<file path="src/rtl/reg_dump.sv">
// reg_dump: walks a register file from START_ADDR to END_ADDR two registers at
// a time (read ports A and B) and streams each register out as one word on a
// valid/ready interface, tagged with its address.
//
// Optional feature: define REG_DUMP_CHECKSUM_EN to append a checksum word
// (32-bit wrap-around sum of all data words, out_addr=0) as the final word.
//
// Ports
//   clk, rst            clock, asynchronous active-high reset
//   start               dump request, sampled only while idle
//   busy, done          activity flag, one-cycle completion pulse
//   rd_addr_A/B         register-file read addresses (cur, cur+1)
//   rd_data_A/B         combinational register-file read data
//   out_valid/ready     stream handshake
//   out_data/addr/last  stream word, its register address, final-word marker
//
// state  | meaning
// IDLE   | waiting for start, all outputs low
// FETCH  | latch read data of cur and cur+1
// SEND_A | offer register cur
// SEND_B | offer register cur+1
// CKSUM  | offer checksum word (REG_DUMP_CHECKSUM_EN only)
// DONE   | one-cycle done pulse

module reg_dump #(
  parameter int START_ADDR = 1,
  parameter int END_ADDR   = 31
) (
  input  logic        clk,
  input  logic        rst,
  input  logic        start,
  output logic        busy,
  output logic        done,
  output logic [4:0]  rd_addr_A,
  output logic [4:0]  rd_addr_B,
  input  logic [31:0] rd_data_A,
  input  logic [31:0] rd_data_B,
  output logic        out_valid,
  input  logic        out_ready,
  output logic [31:0] out_data,
  output logic [4:0]  out_addr,
  output logic        out_last
);

  typedef enum logic [2:0] {
    IDLE   = 3'd0,
    FETCH  = 3'd1,
    SEND_A = 3'd2,
    SEND_B = 3'd3,
`ifdef REG_DUMP_CHECKSUM_EN
    CKSUM  = 3'd4,
`endif
    DONE   = 3'd5
  } state_t;

`ifdef REG_DUMP_CHECKSUM_EN
  localparam state_t END_ST = CKSUM;
`else
  localparam state_t END_ST = DONE;
`endif

  localparam logic [4:0] START_A = 5'(START_ADDR);
  localparam logic [4:0] END_A   = 5'(END_ADDR);
  localparam logic [5:0] END_6   = 6'(END_ADDR);

  state_t      state_q, state_d;
  logic [4:0]  cur_q, cur_d;
  logic [31:0] buf_a_q, buf_a_d;
  logic [31:0] buf_b_q, buf_b_d;
`ifdef REG_DUMP_CHECKSUM_EN
  logic [31:0] acc_q, acc_d;
`endif

  logic [4:0] cur_p1;
  logic [5:0] cur_p2;

  // cur+2 is computed one bit wider so that stepping past address 31
  // cannot wrap around and look like another in-range pair.
  assign cur_p1 = cur_q + 5'd1;
  assign cur_p2 = {1'b0, cur_q} + 6'd2;

  always_ff @(posedge clk or posedge rst) begin
    if (rst) begin
      state_q <= IDLE;
      cur_q   <= 5'd0;
      buf_a_q <= 32'd0;
      buf_b_q <= 32'd0;
`ifdef REG_DUMP_CHECKSUM_EN
      acc_q   <= 32'd0;
`endif
    end else begin
      state_q <= state_d;
      cur_q   <= cur_d;
      buf_a_q <= buf_a_d;
      buf_b_q <= buf_b_d;
`ifdef REG_DUMP_CHECKSUM_EN
      acc_q   <= acc_d;
`endif
    end
  end

  always_comb begin
    state_d   = state_q;
    cur_d     = cur_q;
    buf_a_d   = buf_a_q;
    buf_b_d   = buf_b_q;
`ifdef REG_DUMP_CHECKSUM_EN
    acc_d     = acc_q;
`endif
    busy      = 1'b0;
    done      = 1'b0;
    rd_addr_A = 5'd0;
    rd_addr_B = 5'd0;
    out_valid = 1'b0;
    out_data  = 32'd0;
    out_addr  = 5'd0;
    out_last  = 1'b0;

    if (state_q != IDLE) begin
      busy      = 1'b1;
      rd_addr_A = cur_q;
      rd_addr_B = cur_p1;
    end

    case (state_q)
      IDLE: begin
        if (start) begin
          cur_d   = START_A;
`ifdef REG_DUMP_CHECKSUM_EN
          acc_d   = 32'd0;
`endif
          state_d = FETCH;
        end
      end

      FETCH: begin
        buf_a_d = rd_data_A;
        buf_b_d = rd_data_B;
        state_d = SEND_A;
      end

      SEND_A: begin
        out_valid = 1'b1;
        out_data  = buf_a_q;
        out_addr  = cur_q;
`ifndef REG_DUMP_CHECKSUM_EN
        out_last  = (cur_q == END_A);
`endif
        if (out_ready) begin
`ifdef REG_DUMP_CHECKSUM_EN
          acc_d = acc_q + buf_a_q;
`endif
          state_d = (cur_q < END_A) ? SEND_B : END_ST;
        end
      end

      SEND_B: begin
        out_valid = 1'b1;
        out_data  = buf_b_q;
        out_addr  = cur_p1;
`ifndef REG_DUMP_CHECKSUM_EN
        out_last  = (cur_p1 == END_A);
`endif
        if (out_ready) begin
`ifdef REG_DUMP_CHECKSUM_EN
          acc_d = acc_q + buf_b_q;
`endif
          cur_d   = cur_p2[4:0];
          state_d = (cur_p2 <= END_6) ? FETCH : END_ST;
        end
      end

`ifdef REG_DUMP_CHECKSUM_EN
      CKSUM: begin
        out_valid = 1'b1;
        out_data  = acc_q;
        out_addr  = 5'd0;
        out_last  = 1'b1;
        if (out_ready) begin
          state_d = DONE;
        end
      end
`endif

      DONE: begin
        done    = 1'b1;
        state_d = IDLE;
      end

      default: begin
        state_d = IDLE;
      end
    endcase
  end

endmodule
</file>
<file path="config.mk">
export PLATFORM = sky130hd
export DESIGN_NAME = reg_dump
export DESIGN_NICKNAME = d
export VERILOG_FILES = /design/src/rtl/reg_dump.sv
export SDC_FILE = /design/constraint.sdc
export NUM_CORES = 1
export LEC_CHECK = 0
export CORE_ASPECT_RATIO = 2
export CORE_MARGIN = 5
export CORE_UTILIZATION = 35
export CTS_CLUSTER_DIAMETER = 100
export DETAILED_ROUTE_END_ITERATION = 7
export PLACE_DENSITY_LB_ADDON = 0.1
export REMOVE_ABC_BUFFERS = 1
export SYNTH_ARGS = -nofsm -noshare
export SYNTH_HDL_FRONTEND = slang
export SYNTH_SLANG_ARGS = --single-unit
</file>
<file path="constraint.sdc">
create_clock -name clk -period 2.2 [get_ports clk]
set_input_delay 0.44 -clock clk [delete_from_list [all_inputs] [get_ports clk]]
set_output_delay 0.44 -clock clk [all_outputs]
set_load 0.01 [all_outputs]
</file>
== Yosys cells after proc, flatten, opt, wreduce, memory -nomap -nowiden ==
Index checks and enable logic that the tools add are counted.

* Register bits after elaboration: 72
* Output and inout port bits: 51

* Add/subtract/negate cells: 2
* Magnitude comparators: 2
* Eq/ne operators: 9
* Mux-type cells: 17
* Reduce and logical (&&, ||, !) cells: 6

{| class="wikitable"
|+ Operators with widths
! cell !! number
|-
| case mux 32 bit (2 select lines) || 1
|-
| two-way mux 5 bit || 4
|-
| case mux 5 bit (2 select lines) || 2
|-
| two-way mux 3 bit || 5
|-
| case mux 3 bit (4 select lines) || 1
|-
| == test 5 bit (second input constant) || 2
|-
| adder 5 x 2 -> 6 bit (second input constant) || 1
|-
| == test 3 x 2 -> 1 bit (second input constant) || 2
|-
| less-or-equal comparator 6 x 5 -> 1 bit (second input constant) || 1
|-
| != test 2 bit (second input constant) || 3
|-
| AND reduction 3 bit || 2
|-
| adder 5 x 1 -> 5 bit (second input constant) || 1
|-
| less-than comparator 5 bit (second input constant) || 1
|-
| == test 3 x 1 -> 1 bit (second input constant) || 1
|-
| == test 3 bit (second input constant) || 1
|-
| logical NOT 3 bit || 1
|-
| two-way mux 1 bit || 3
|-
| nonzero test 3 bit || 1
|-
| case mux 1 bit (2 select lines) || 1
|-
| nonzero test 2 bit || 1
|-
| OR reduction 2 bit || 1
|}

== Longest topological paths before layout ==
Gate-level depths: netlist of the first run.

* Word-level depth: 5
* Depth in mapped cells: 6

== Worst setup path before layout of the first run ==
No wires, ideal clock.

* Path type: register to output
* From: register cur_q[1]
* To: output out_last
* Data arrival time: 1.542 ns
* Required time: 1.760 ns
* Path slack: 0.218 ns
* Stages on the path, launching flop included: 7
* Path buffers: 0
* Cells stage by stage: dfrtp_1 ha_1 and3_1 ha_1 nand3_1 a211oi_1 o21a_1

* Cells in the longest elaborated chain, start to end: 3
* Elaborated cells between the ends (all ways): 4
* Classes of those cells: 1 x add/sub; 2 x eq/ne; 1 x mux

{| class="wikitable"
|+ Ends and longest elaborated chain
! element !! RTL line !! text
|-
| from (decl) || 67 || <nowiki>logic [4:0] cur_q, cur_d;</nowiki>
|-
| from (signal assigned) || 93 || <nowiki>cur_q <= cur_d;</nowiki>
|-
| adder 5 x 1 -> 5 bit || 79 || <nowiki>assign cur_p1 = cur_q + 5'd1;</nowiki>
|-
| == test 5 bit || 162 || <nowiki>out_last = (cur_p1 == END_A);</nowiki>
|-
| case mux 1 bit (2 select lines) * || 125 || <nowiki>case (state_q)</nowiki>
|-
| to (decl) || 42 || <nowiki>output logic out_last</nowiki>
|}

Mark *: on every way between the ends. The rest lies on a longest branch, timed or not.

== Worst setup path after layout of the first run ==
Same ends and word-level chain as after synthesis.

==> results of run 1 <==
[routing by layer]
| metal | part of all wire (%) | global-route usage [%] | vias to the layer above |
|---|---|---|---|
| met3 | 4.1 | 2.96 | 7 |
| met2 | 58 | 29.0 | 66 |
| met5 | 0 | 0 | - |
| li1 | - | - | 1279 |
| met1 | 36 | 16.4 | 1349 |
| met4 | 1.3 | 5.80 | 0 |
[kinds of logic (layout without fill, tap and decap cells)]
family | count (synthesis) | count (layout) | synth area share (%)
xor gates and xnor gates | 4 | 4 | 0.992
buffers and inverters | 26 | 170 | 4.60
AOI/OAI and AO/OA | 15 | 15 | 2.66
DFF | 72 | 72 | 51.0
muxes | 97 | 97 | 29.7
adders and majority gates | 4 | 4 | 1.42
and+or+nand+nor | 72 | 72 | 9.60
[registers in the layout (all words and copies together) (netlist names)]
register  count
buf_a_q      32
buf_b_q      32
cur_q         5
state_q       3
[synthesized netlist by cell type, types with 3 or more instances]
cell type and number:
sky130_fd_sc_hd__o21ai_0 5, sky130_fd_sc_hd__nand3b_1 4, sky130_fd_sc_hd__buf_6 6, sky130_fd_sc_hd__a21oi_1 4
sky130_fd_sc_hd__clkbuf_1 4, sky130_fd_sc_hd__nor2b_1 6, sky130_fd_sc_hd__nand2_1 3, sky130_fd_sc_hd__dfrtp_1 72
sky130_fd_sc_hd__nor2_1 44, sky130_fd_sc_hd__buf_4 3, sky130_fd_sc_hd__ha_1 4, sky130_fd_sc_hd__inv_1 5
sky130_fd_sc_hd__mux2_2 64, sky130_fd_sc_hd__mux2i_1 33, sky130_fd_sc_hd__nand3_1 4, sky130_fd_sc_hd__buf_2 7
[how the worst max path moves through the flow]
stage / to / slack, ns
floorplan: buf_a_q[0]$_DFFE_PP0P_ / -4.81
global placement: out_last / -0.20
detailed placement: out_last / -0.23
CTS: out_last / -0.19
global route: out_last / -0.21
finish: out_last / -0.10
[where the power goes]
part	internal [mW]	switching [mW]	leakage, nW
registers	2.00	0.355	0.851
logic	2.25	1.83	1.48
clock network	1.08	0.526	0.161
[area by class of cell]
class                   count  area share, %
well taps                 135           3.15
repair buffers            149           26.2
inverters                   5          0.349
clock buffers              12           4.96
multi-input cells         192           30.4
flip-flops and latches     72           33.6
clock inverters             4           1.40
[worst max-delay path: stages (launching register included)]
cell,delay [ns]
sky130_fd_sc_hd__dfrtp_1,0.39
sky130_fd_sc_hd__ha_2,0.19
sky130_fd_sc_hd__and3_4,0.18
sky130_fd_sc_hd__ha_4,0.27
sky130_fd_sc_hd__nand3_2,0.06
sky130_fd_sc_hd__a211oi_2,0.20
sky130_fd_sc_hd__o21a_1,0.14
sky130_fd_sc_hd__buf_2,0.12
[through the flow]
step                      util (%)  setup TNS, ns  cell area, um2  hold WS (ns)
after floorplan                  -        -323.91            3390         0.480
after global placement        49.4         -0.293            4950         0.488
after detailed placement      49.4         -0.383            4950         0.495
after CTS                     53.3         -0.216            5340         0.509
after global routing          53.6         -0.413            5370         0.522
final                         53.6         -0.158            5370         0.502
[placed cells by master (no fill, tap or decap), types with 3 or more instances in the layout]
cell / n
sky130_fd_sc_hd__dfrtp_1: 71
sky130_fd_sc_hd__inv_1: 4
sky130_fd_sc_hd__a21oi_1: 4
sky130_fd_sc_hd__clkdlybuf4s50_1: 68
sky130_fd_sc_hd__nand3b_1: 4
sky130_fd_sc_hd__dlygate4sd2_1: 37
sky130_fd_sc_hd__buf_12: 3
sky130_fd_sc_hd__buf_6: 4
sky130_fd_sc_hd__clkbuf_16: 9
sky130_fd_sc_hd__clkbuf_2: 3
sky130_fd_sc_hd__mux2_2: 64
sky130_fd_sc_hd__dlymetal6s2s_1: 5
sky130_fd_sc_hd__nor2_1: 44
sky130_fd_sc_hd__buf_4: 23
sky130_fd_sc_hd__nor2b_1: 6
sky130_fd_sc_hd__clkbuf_8: 3
sky130_fd_sc_hd__nand2_1: 3
sky130_fd_sc_hd__buf_2: 4
sky130_fd_sc_hd__o21ai_0: 5
sky130_fd_sc_hd__mux2i_1: 33
[what timing repair did]
item	in CTS	in global routing
setup buffers	7	1
pin swaps	4	8
gates cloned	1	0
setup endpoints to repair	51	12
resized for setup	69	19
==> out/qor.yml, run 1 <==
grt_first_pass_wirelength_um: 14600
die_y_um: 152
route.detailed.vias_per_inst: 4.75
yosys_warnings: 0
htreeDepth: 3
grt_usage_pct: 15.5
syn_area_per_cell_um2: 12.2
grt-ovfl-total: 0
layout-drive-gt1-share_pct: 30.6
cts.sinks: 72
die_footprint_um2: 12300
synth_cell_types: 33
fmaxAchievable_ghz: 0.434
io_pins: 119
clkSlewWorstSetupHoldPaths_ns: 0.06
timing_worst_slew_pin_value_ns: 0.463
final_max_slew_viol_count: 0
data_required_time_at_the_worst_endpoint_ns: 1.76
worstSetupStartpoint: "cur_q[1]$_DFFE_PP0P_"
finalCritPeriodShare_pct: 105
area_growth_syn_to_layout_pct: 52.0
insertion_delay_ns: 0.33
yosys_register_bits: 72
worst_slack_ns: -0.104
hold_path_end: "buf_b_q[17]$_DFFE_PP0P_"
synth-seq-area-share_pct: 51.0
combined_area_of_the_multi_input_logic_cells_um2: 1630
netlist_area_um2: 3530
static-leakage-power_nw: 2.49
grt_max_degree: 56
number_of_drc_violations_after_detailed_routing_iteration_0: 43
antenna_left: 0
antenna-diode-count: 0
ff_latch_area_um2: 1810
cts_buffer_depth: 2
ys_flop_type: "sky130_fd_sc_hd__dfrtp_1"
start_util_pct: 35.3
synth_largest_type_area_fraction_pct: 51.0
dp_hpwl_um: 6530
power_total_mw: 8.05
r2r-start: "cur_q[1]$_DFFE_PP0P_"
drtPass1Iterations: 4
post_drt_wl_per_cell_um: 15.7
antenna_found_initial: 0
gpl.final_weighted_congestion: 0.761
netlist.top_cell.by_area: "sky130_fd_sc_hd__dfrtp_1"
die_width_um: 81.0
violations: "negative setup slack"
core-area_um2: 10000
min_delay_path_depth: 1
finalSetupViolations: 2
numPlacedInstances: 544
run_status: "finished, violations left"
r2r_slack_ns: 0.49
clock_skew_ns: 0.00478
asyncSetResetFlopFracSynth_pct: 100
startpoint_type_of_the_worst_setup_path: "flip-flop"
finish.net_count: 501
number_of_global_route_vias_before_repair: 2961
routed-via-count: 2701
maximum_capacitance_violations: 0
core.rowCount: 52
dp_worst_setup_slack_ns: -0.226
synth_cells: 290
powerDensity_nw_per_um2: 1500
ir_drop_v: 0.000637
cts_made_buffers: 9
tritoncts: "built"
n_fill_cell: 980
min_from: "buf_b_q[17]$_DFFE_PP0P_"
ff2ff_path_depth: 8
layout.cells.non_filler: 569
crit_fanout: 2
port-buffer-count: 118
arrival_ns: 1.86
worstReg2RegEnd: "state_q[1]$_DFFE_PP0P_"
min_period_ns: 2.30
drt_wl_total_um: 8930
ctsHoldBuffers: 0
timing.critical_path.to_type: "output port"
number_of_enable_type_register_cells_in_the_synthesized_netlist: 0
critPathKind: "reg2out"
detail_route.drc_violations: 0
cts_root_buffer_type: "sky130_fd_sc_hd__clkbuf_16"
relSlewSlack_pct: 69.1
hold_violation_count_in_the_final_report: 0
hold_path_class: "reg2reg"
ys_top_cells_by_area: "sky130_fd_sc_hd__dfrtp_1 (51%), sky130_fd_sc_hd__mux2_2 (20%), sky130_fd_sc_hd__mux2i_1 (9.3%)"
rsz0062_at_grt: "true"
(Power assumes the default switching activity.)
==> run 2: changes to the inputs <==
--- a/config.mk
+++ b/config.mk
@@ -5,7 +5,7 @@
 export SDC_FILE = /design/constraint.sdc
 export NUM_CORES = 1
 export LEC_CHECK = 0
-export CORE_ASPECT_RATIO = 2
+export CORE_ASPECT_RATIO = 0.9
 export CORE_MARGIN = 5
 export CORE_UTILIZATION = 35
 export CTS_CLUSTER_DIAMETER = 100
==> run 2 against run 1 <==
  * The run still ends with negative setup slack left
  * Combinational power decreased by 1%
  * Clock skew increased by 0.0011 ns
  * Worst hold slack got worse by 0.0045 ns
  * Clock-buffer cell count decreased by 2
  * Sequential cell count unchanged
  * Non-clock buffer count decreased by 2
  * Via count decreased by 1.7%
  * Routed wire length decreased by 3.5%
  * Total power increased by 1.7%
  * Global-route usage decreased by 0.86 points
  * Largest cell class unchanged
  * Highest routed layer unchanged
==> out/qor.yml, run 2 (synthesis gave the netlist of run 1 again) <==
run_status: "finished, violations left"
violations: "negative setup slack"
maximum_capacitance_violations: 0  # unchanged
critPathKind: "reg2out"
crit_fanout: 2  # unchanged
die_footprint_um2: 12200  # -0.96%
clock_skew_ns: 0.00584  # +0.00105 ns
met1_layer_wirelength_in_the_final_routing_um: 3930  # +21%
r2r_slack_ns: 0.29  # -0.20 ns
routed-via-count: 2655  # -1.7%
cts_made_buffers: 9  # unchanged
clkSlewWorstSetupHoldPaths_ns: 0.06  # about the same
worst_slack_ns: -0.126  # -0.0222 ns
fin_hold_ws_ns: 0.497  # -0.00452 ns
combinational_share_of_power_pct: 49.3  # -1.4 points
htreeDepth: 3  # unchanged
rsz0062_at_grt: "true"
die_y_um: 105  # -31%
powerDensity_nw_per_um2: 1530  # +2.0%
min_period_ns: 2.33  # +0.0222 ns
final_max_slew_viol_count: 0  # unchanged
layout-drive-gt1-share_pct: 30.2  # -0.48 points
timing.critical_path.to_type: "output port"
fmaxAchievable_ghz: 0.430  # -0.95%
insertion_delay_ns: 0.32  # about the same
worst_setup_path_endpoint: "out_last"
power.net_switching_mw: 2.71  # about the same
timing_worst_slew_pin_value_ns: 0.410  # -0.0535 ns
antenna_found_initial: 0  # unchanged
top_layer_used: "met4"
met2_wirelength_um: 4000  # -23%
relSlewSlack_pct: 72.7  # +3.6 points
core.rowCount: 34  # -35%
hold_violation_count_in_the_final_report: 0  # unchanged
die_width_um: 116  # +43%
cts_buffer_depth: 2  # unchanged
startpoint_type_of_the_worst_setup_path: "flip-flop"
gpl.final_weighted_congestion: 0.756  # -0.70%
io_pins: 119  # unchanged
r2r-start: "state_q[0]$_DFFE_PP0P_"
post_drt_wl_per_cell_um: 15.5  # -1.4%
antenna-diode-count: 0  # unchanged
swShare_pct: 33.1  # -0.58 points
drtPass1Iterations: 4  # unchanged
arrival_ns: 1.89  # +0.03 ns
ff2ff_path_depth: 4  # -4
worstSetupStartpoint: "cur_q[1]$_DFFE_PP0P_"
antenna_left: 0  # unchanged
number_of_drc_violations_after_detailed_routing_iteration_0: 55  # +28%
drt_wl_total_um: 8610  # -3.5%
ir_drop_v: 0.000671  # +5.3%
cts_root_buffer_type: "sky130_fd_sc_hd__clkbuf_16"
core-area_um2: 9780  # -2.3%
number_of_global_route_vias_before_repair: 2858  # -3.5%
area_growth_syn_to_layout_pct: 51.6
layout.cells.non_filler: 557  # -2.1%
met3_length_um: 571  # +57%
tritoncts: "built"
route.detailed.vias_per_inst: 4.77  # +0.41%
grt-ovfl-total: 0  # unchanged
static-leakage-power_nw: 2.46  # -1.3%
most-common-layout-cells: "sky130_fd_sc_hd__dfrtp_1 (71), sky130_fd_sc_hd__clkdlybuf4s50_1 (68), sky130_fd_sc_hd__mux2_2 (64), sky130_fd_sc_hd__nor2_1 (44), sky130_fd_sc_hd__dlygate4sd2_1 (43)"
cts.sinks: 72  # unchanged
final_common_cell: "sky130_fd_sc_hd__dfrtp_1"
pwr-share-seq_pct: 29.0  # -0.3 points
detail_route.drc_violations: 0  # unchanged
hold_path_class: "in2async"
port-buffer-count: 118  # unchanged
finalCritPeriodShare_pct: 106  # +1.0 points
grt_usage_pct: 14.6  # -0.86 points
start_util_pct: 36.1  # +0.85 points
finish.net_count: 499  # -0.40%
n_fill_cell: 902  # -8.0%
internal_power_mw: 5.48  # +2.6%
largest_registers: "buf_a_q (32), buf_b_q (32), cur_q (5)"
grt_first_pass_wirelength_um: 14200  # -2.8%
finalSetupViolations: 3  # +1
worstReg2RegEnd: "buf_b_q[16]$_DFFE_PP0P_"
ctsHoldBuffers: 0  # unchanged
power_frac_clock_pct: 21.7  # +1.7 points
numPlacedInstances: 537  # -1.3%
grt_max_degree: 73  # +30%
data_required_time_at_the_worst_endpoint_ns: 1.76  # about the same
dp_hpwl_um: 6160  # -5.7%
-- run 2: changes by cell type in the layout (fill, tap and decap cells not counted), moves of 2 or more --
cell / change
sky130_fd_sc_hd__buf_6: -3
sky130_fd_sc_hd__bufinv_16: +2
sky130_fd_sc_hd__clkbuf_2: -3
sky130_fd_sc_hd__clkbuf_8: -2
sky130_fd_sc_hd__clkinvlp_4: -2
sky130_fd_sc_hd__dlygate4sd2_1: +6
sky130_fd_sc_hd__dlymetal6s2s_1: -5
-- run 2: final cells by class --
class / instances / area (um2) / area share [%]
inverter: 5 / 18.8 / 0.350
timing repair buffer: 147 / 1370 / 25.7
tap: 126 / 158 / 2.94
multi-input combinational: 192 / 1630 / 30.5
clock buffer: 10 / 239 / 4.46
sequential: 72 / 1810 / 33.7
clock inverter: 5 / 129 / 2.41
-- run 2: stage by stage --
| step | worst slack (ns) | area [um2] | TNS, ns | util (%) | total power, mW |
|---|---|---|---|---|---|
| floorplan | -4.81 | 3390 | -323.91 | - | 4.63 |
| global placement | -0.218 | 4970 | -0.332 | 50.8 | 6.73 |
| detailed placement | -0.223 | 4970 | -0.384 | 50.8 | 6.81 |
| CTS | -0.155 | 5330 | -0.155 | 54.4 | 8.26 |
| global route | -0.206 | 5360 | -0.480 | 54.7 | 8.77 |
| finish | -0.126 | 5360 | -0.252 | 54.7 | 8.18 |
-- run 2: timing repair --
| action | CTS | global route |
|---|---|---|
| pin swaps | 2 | 5 |
| buffers inserted | 2 | 3 |
| endpoints found under the setup margin | 50 | 6 |
| resized for setup | 72 | 8 |
-- run 2: worst min path at each step --
stage                              endpoint                    start  cells past startpoint
global route        buf_a_q[26]$_DFFE_PP0P_  buf_a_q[26]$_DFFE_PP0P_                      1
floorplan            buf_a_q[0]$_DFFE_PP0P_   buf_a_q[0]$_DFFE_PP0P_                      1
CTS                 buf_a_q[26]$_DFFE_PP0P_  buf_a_q[26]$_DFFE_PP0P_                      1
detailed placement  buf_a_q[22]$_DFFE_PP0P_  buf_a_q[22]$_DFFE_PP0P_                      1
global placement     buf_a_q[9]$_DFFE_PP0P_   buf_a_q[9]$_DFFE_PP0P_                      1
finish              buf_a_q[27]$_DFFE_PP0P_                      rst                      3
-- run 2: per-layer routing --
| metal | global-route usage, % | up-vias |
|---|---|---|
| met5 | 0 | - |
| met1 | 19.4 | 1300 |
| li1 | - | 1275 |
| met2 | 22.9 | 70 |
| met3 | 4.41 | 10 |
| met4 | 4.72 | 0 |
-- run 2: power groups by stage --
stage / registers, mW / clock network, mW / logic (mW)
after floorplan: 2.43 / 0 / 2.20
after global placement: 2.38 / 0 / 4.36
after detailed placement: 2.40 / 0 / 4.41
after CTS: 2.38 / 1.82 / 4.06
after global routing: 2.47 / 1.88 / 4.43
final: 2.37 / 1.77 / 4.04
-- run 2: worst max-delay path: stages, from the launching register on --
cell                       delay (ns)
sky130_fd_sc_hd__dfrtp_1         0.38
sky130_fd_sc_hd__ha_2            0.19
sky130_fd_sc_hd__and3_4          0.18
sky130_fd_sc_hd__ha_4            0.26
sky130_fd_sc_hd__nand3_2         0.07
sky130_fd_sc_hd__a211oi_2        0.21
sky130_fd_sc_hd__o21a_1          0.15
sky130_fd_sc_hd__buf_2           0.12
